**config.mk**
```make
export PLATFORM = sky130hd
export DESIGN_NAME = rr_stream_mux
export DESIGN_NICKNAME = d
export VERILOG_FILES = /design/src/rtl/rr_stream_mux.sv
export SDC_FILE = /design/constraint.sdc
export NUM_CORES = 1
export LEC_CHECK = 0
export BUFFER_PORTS_ARGS = -buffer_cell sky130_fd_sc_hd__buf_4
export CAP_MARGIN = 20
export CORE_MARGIN = 3
export CORE_UTILIZATION = 34
export CTS_CLUSTER_DIAMETER = 50
export DETAILED_ROUTE_END_ITERATION = 8
export PLACE_DENSITY_LB_ADDON = 0.12
export SLEW_MARGIN = 20
export SYNTH_ARGS = -nofsm -noshare
export SYNTH_HDL_FRONTEND = slang
export SYNTH_SLANG_ARGS = --single-unit
```
**constraint.sdc**
```tcl
create_clock -name clk -period 1.4 [get_ports clk]
set_clock_uncertainty 0.2 [all_clocks]
set_input_delay 0.14 -clock clk [delete_from_list [all_inputs] [get_ports clk]]
set_output_delay 0.14 -clock clk [all_outputs]
set_load 0.005 [all_outputs]
```
**src/rtl/rr_stream_mux.sv**
```systemverilog
// rtl/rr_stream_mux.sv - N-channel valid/ready stream mux, sel-driven or round-robin, registered output
// Optional: define RR_LOCK_EN to hold round-robin grant on one channel until its in_last beat.
module rr_stream_mux #(
    parameter int NCH   = 4,
    parameter int WIDTH = 4,
    parameter int MODE  = 0,
    localparam int SEL_W = $clog2(NCH)
) (
    input  logic                 clk,
    input  logic                 rst_n,
    input  logic [SEL_W-1:0]     sel,
    input  logic [NCH*WIDTH-1:0] in_data,
    input  logic [NCH-1:0]       in_valid,
`ifdef RR_LOCK_EN
    input  logic [NCH-1:0]       in_last,
`endif
    output logic [NCH-1:0]       in_ready,
    output logic [WIDTH-1:0]     out_data,
    output logic [SEL_W-1:0]     out_ch,
    output logic                 out_valid,
    input  logic                 out_ready
);

    localparam logic [0:0] ST_ARB  = 1'b0;
    localparam logic [0:0] ST_LOCK = 1'b1;

    logic [WIDTH-1:0] r_data;
    logic [SEL_W-1:0] r_ch;
    logic             r_valid;
    logic [SEL_W-1:0] r_last;

    logic [SEL_W-1:0] w_grant;
    logic [SEL_W-1:0] w_search;
    logic [SEL_W-1:0] w_idx;
    logic             w_found;
    logic             w_gvld;
    logic             w_can;
    logic             w_load;
    logic [WIDTH-1:0] w_data;

`ifdef RR_LOCK_EN
    logic [0:0]       r_state;
    logic [SEL_W-1:0] r_lock_ch;
`endif

    // Round-robin search starts just after the last channel that transferred.
    always_comb begin
        w_search = '0;
        w_found  = 1'b0;
        w_idx    = '0;
        for (int k = 1; k <= NCH; k++) begin
            w_idx = SEL_W'((int'(r_last) + k) % NCH);
            if (!w_found && in_valid[w_idx]) begin
                w_found  = 1'b1;
                w_search = w_idx;
            end
        end
    end

    always_comb begin
        w_grant = sel;
        w_gvld  = (int'(sel) < NCH);
        if (MODE == 1) begin
            w_grant = w_search;
            w_gvld  = w_found;
`ifdef RR_LOCK_EN
            if (r_state == ST_LOCK) begin
                w_grant = r_lock_ch;
                w_gvld  = 1'b1;
            end
`endif
        end
    end

    assign w_can  = !r_valid || out_ready;
    assign w_load = w_gvld && w_can && in_valid[w_grant];
    assign w_data = in_data[int'(w_grant)*WIDTH +: WIDTH];

    for (genvar i = 0; i < NCH; i++) begin : g_ready
        assign in_ready[i] = w_gvld && w_can && (w_grant == SEL_W'(i));
    end

    always_ff @(posedge clk or negedge rst_n) begin
        if (!rst_n) begin
            r_data  <= '0;
            r_ch    <= '0;
            r_valid <= 1'b0;
            r_last  <= SEL_W'(NCH - 1);
        end else begin
            if (w_load) begin
                r_data  <= w_data;
                r_ch    <= w_grant;
                r_valid <= 1'b1;
            end else if (out_ready) begin
                r_valid <= 1'b0;
            end
            if (MODE == 1 && w_load) begin
                r_last <= w_grant;
            end
        end
    end

`ifdef RR_LOCK_EN
    always_ff @(posedge clk or negedge rst_n) begin
        if (!rst_n) begin
            r_state   <= ST_ARB;
            r_lock_ch <= '0;
        end else if (MODE == 1 && w_load) begin
            case (r_state)
                ST_ARB: begin
                    if (!in_last[w_grant]) begin
                        r_state   <= ST_LOCK;
                        r_lock_ch <= w_grant;
                    end
                end
                default: begin
                    if (in_last[w_grant]) begin
                        r_state <= ST_ARB;
                    end
                end
            endcase
        end
    end
`endif

    assign out_data  = r_data;
    assign out_ch    = r_ch;
    assign out_valid = r_valid;

endmodule

```
[Yosys cells after proc, flatten, opt, wreduce, memory -nomap -nowiden]
Index checks and enable logic that the tools add are counted.
Operators by class
  reductions and logical operators: 9
  muxes and demuxes: 4
  order comparisons: 1
  shifts and indexed selects: 1
  equal/unequal tests: 3
Operators by type and width (number)
  16-bit by 5-bit variable part select with 4-bit output: 1
  1-bit logical AND: 5
  2-bit == test (second input constant): 2
  2-bit by 3-bit < comparator with 1-bit output (second input constant): 1
  1-bit two-way mux: 3
  1-bit binary-select mux with 2-bit select: 1
  2-bit by 1-bit == test with 1-bit output (second input constant): 1
  2-bit zero test: 1
  2-bit nonzero test: 1
  1-bit zero test: 1
  1-bit logical OR: 1
Word-level totals
  register bits after elaboration: 7

[Depth between registers and ports, before layout]
  depth in word-level cells: 4
  depth in mapped cells: 4
  mapped depth without buffers: 4

[Worst setup path before layout]
Ideal clock, no wire load.
  path type: register to register
  start point: register r_valid, in the netlist out_valid
  end point: register r_ch[1], in the netlist out_ch[1]
  cell stages (with the launch flop): 5
  buffers on the path: 0
  path slack: -173 ps
  data arrival time: 1248 ps
  setup time: 125 ps
  cell sequence: dfrtp_1 -> nor2b_1 -> nor3_1 -> o21ba_4 -> mux2_4
On the way
  longest elaborated chain between the ends: 3
RTL lines
  from (decl): line 29  | logic r_valid;
  from (signal assigned): line 87  | r_valid <= 1'b0;
  from (signal assigned): line 93  | r_valid <= 1'b1;
  from (signal assigned): line 95  | r_valid <= 1'b0;
  1-bit zero test: line 75  | assign w_can = !r_valid || out_ready;
  1-bit logical OR: line 75
  1-bit logical AND: line 76  | assign w_load = w_gvld && w_can && in_valid[w_grant];
  to (signal assigned): line 92  | r_ch <= w_grant;
  to (decl): line 28  | logic [SEL_W-1:0] r_ch;
No other way between the ends.
A chain may end at the register's enable or synchronous reset.

[Final worst setup path]
  start point: register r_valid, in the netlist out_valid
  end point: output in_ready[2]
On the way
  longest elaborated chain between the ends: 3
RTL lines
  1-bit zero test: line 75
  1-bit logical OR: line 75
  1-bit logical AND: line 80  | assign in_ready[i] = w_gvld && w_can && (w_grant == SEL_W'(i));
  to (decl): line 17  | output logic [NCH-1:0] in_ready,
No other way between the ends.

==> metrics.csv <==
stage,metric,value,unit
outcome,status,finished with violations,
outcome,failing checks,negative setup slack,
synthesis,YS warnings,0,
worst_setup_path,Reg2Reg Depth,4,
worst_setup_path,Worst Setup End Kind,output port,
placed_design,count of buffers from port buffering,35,
sta,worst slew pin tran,0.2220,ns
sta,RSZ-0062 raised after global routing,yes,
layout,synthesis-to-layout area growth,84.21,%
grt,vias in the first global route,523,
grt,Total GRT Usage,0.1560,
worst_setup_path,critical path required time,1.06,ns
placed_design,Placer Congestion,0.7076,
route,drt pass-1 iters,4,
sta,final worst slack,-0.1166,ns
power,Pwr Density,904.5,mW/mm^2
layout,Multi-input gate area,301.5,sq um
clock_tree,CTS Buf Count,3,
worst_setup_path,WS Path Type,reg -> out,
layout,layout cell share with drive strength beyond 1,0.7778,
clock_tree,CTS max path bufs,2,
clock_tree,H-Tree Depth,1,
grt,largest net degree at the start of global routing,12,
route,post-DR wirelength/cell,13.59,um
worst_setup_path,crit path launch type,flip-flop,
grt,first-pass GRT wire length,2139,um
route,initial DRC count,3,
synthesis,synth unique cells,18,
synthesis,synthesized area,475.5,sq um
worst_setup_path,CP arrival,1.18,ns
power,leakage,0.0004492,uW
worst_setup_path,crit-path max FO,3,
placed_design,pre-CTS setup slack,-0.1684,ns
synthesis,Syn Area/Cell,13.98,sq um
synthesis,synthesized flop and latch total,7,
sta,Final setup viols,8,
route,Antenna Nets Post-Route,0,
power,Pwr Total,792.2,uW
floorplan,Chip Width,43.40,um
route,routed wire length,1291,um
layout,Reg area,175.2,sq um
clock_tree,clock net sink count,7,
floorplan,Row Count,12,
route,via density per instance,4.874,
hold_path,HP Class,in -> async,
grt,total gr overflow,0,
floorplan,Core Area,0.001201,sq mm
clock_tree,TritonCTS clock tree,built,
sta,clock period minus worst slack,1.517,ns
floorplan,Initial Util,0.3958,
power,peak supply drop,0.0005261,V
synthesis,Post-Synthesis Cells,34,
job,Max Cap Violations,0,
clock_tree,clock slew at reported path FFs,0.06,ns
layout,Filler cells,90,
sta,Final Max Slew Viols,0,
sta,highest clock rate,659.4,MHz
floorplan,Die ar.,0.001883,sq mm
placed_design,detailed placer's ending HPWL,1144,um
grt,initial antenna violation count,0,
layout,Post-layout nets,107,
clock_tree,CTS Root Buffer Type,clkbuf_4,
clock_tree,"Clk Latency, worst-skew pair",0.25,ns
route,Via Count,463,
route,DRC errors left,0,
sta,slew margin rel.,0.8478,
synthesis,post-synthesis sequential area ratio,0.3684,
layout,diode count,0,
synthesis,Post-Syn Nets,59,
sta,Final Hold Fails,0,
floorplan,Die H,43.40,um
sta,Final Cycle Share,1.083,
floorplan,I/O pins,36,
[cell usage after synthesis (all sizes together)]
cell type,instances,area [sq um]
nand2,2,7.510
mux2,5,75.07
o22ai,1,6.260
inv,1,3.750
nor2,1,3.750
nand2b,1,6.260
nor3b,1,7.510
buf,2,22.52
o21ba,1,16.27
nor3,2,10.01
nor2b,1,6.260
or2b,1,7.510
dfrtp,7,175.2
mux2i,2,23.77
a21o,1,7.510
and3,1,6.260
mux4,4,90.09
[layout make-up]
type | count | area share
timing repair buffer | 45 | 0.4014
multi-input combinational | 24 | 0.3443
sequential | 7 | 0.2000
clock buffer | 4 | 0.03000
tap | 14 | 0.02000
inverter | 1 | 0.004286
[path summary, 6_finish.rpt]
check                           slack (ns)          end   startpoint
min in group clk                      0.06    out_valid       sel[0]
worst min-delay path                  0.03  out_data[3]        rst_n
worst min register to register        0.31  out_data[0]  out_data[0]
max in group asynchronous             0.85    out_ch[1]        rst_n
worst max-delay path                 -0.12  in_ready[2]    out_valid
worst max register to register       -0.09  out_data[2]    out_valid
[state kept, by name (all words and copies together), names as in the netlist]
signal,flops
out_valid,1
out_data,4
out_ch,2
[what timing repair did]
item	in CTS	in global routing
hold buffers	1	0
pin swaps	3	3
hold endpoints to repair	7	0
setup endpoints to repair	8	9
gates resized for setup	4	3
setup buffers	2	0
cloned	0	0
[logic make-up (layout without fill, tap and decap cells)]
| kind of cell | after synthesis | count (layout) | synth area share |
|---|---|---|---|
| DFF | 7 | 7 | 0.3684 |
| and+or+nand+nor | 10 | 10 | 0.1158 |
| buffers and inverters | 3 | 50 | 0.05525 |
| AOI/OAI and AO/OA | 3 | 3 | 0.06318 |
| muxes | 11 | 11 | 0.3974 |
[cells in the final DEF, fill, tap and decap left out]
| cell type | synthesis | routed |
|---|---|---|
| clkbuf_4 | 0 | 3 |
| dfrtp_1 | 7 | 7 |
| nor2b_4 | 0 | 1 |
| nor3_2 | 0 | 1 |
| nand2_1 | 2 | 1 |
| nand2_2 | 0 | 1 |
| o21ba_4 | 1 | 1 |
| a21o_1 | 1 | 1 |
| buf_6 | 2 | 3 |
| mux2_4 | 5 | 5 |
| o22ai_1 | 1 | 1 |
| nor2_4 | 0 | 1 |
| nor3_1 | 2 | 1 |
| or2b_1 | 1 | 1 |
| inv_1 | 1 | 1 |
| nor3b_2 | 0 | 1 |
| dlygate4sd3_1 | 0 | 1 |
| clkbuf_1 | 0 | 1 |
| buf_4 | 0 | 41 |
| mux4_2 | 4 | 4 |
| nand2b_1 | 1 | 1 |
| mux2i_1 | 1 | 1 |
| and3_1 | 1 | 1 |
| mux2i_2 | 1 | 1 |
[metal layers]
metal  vias to the layer above  GRT usage  part of all wire
met5                         -          0                 0
met4                         0     0.1084             0.018
met3                         2    0.03734              0.10
met2                        29     0.2566              0.52
met1                       213     0.1762              0.36
li1                        219          -                 -
[report_power, final]
| part | internal, uW | switching [uW] |
|---|---|---|
| registers | 249 | 28.4 |
| logic | 228 | 99.1 |
| clock network | 109 | 78.1 |
| total | 587 | 206 |
[through the flow]
stage | utilization | instance area (sq um) | hold WS (ns) | TNS (ns) | std cells
finish | 0.7292 | 875.8 | 0.03278 | -0.6888 | 95
global placement | 0.6646 | 798.3 | -0.2463 | -0.5328 | 88
detailed placement | 0.6646 | 798.3 | -0.2431 | -0.8119 | 88
global route | 0.7292 | 875.8 | 0.04445 | -1.240 | 95
floorplan | - | 488.0 | -0.3556 | -0.5878 | 34
CTS | 0.7188 | 863.3 | 0.03351 | -1.058 | 95
[worst max-delay path, cell delays in order (launching register included)]
cell and delay [ns]:
dfrtp_1 0.38, nor2b_4 0.14, buf_6 0.11, nor3b_2 0.16, buf_4 0.13
No activity file was read; power rests on OpenSTA's default activity.
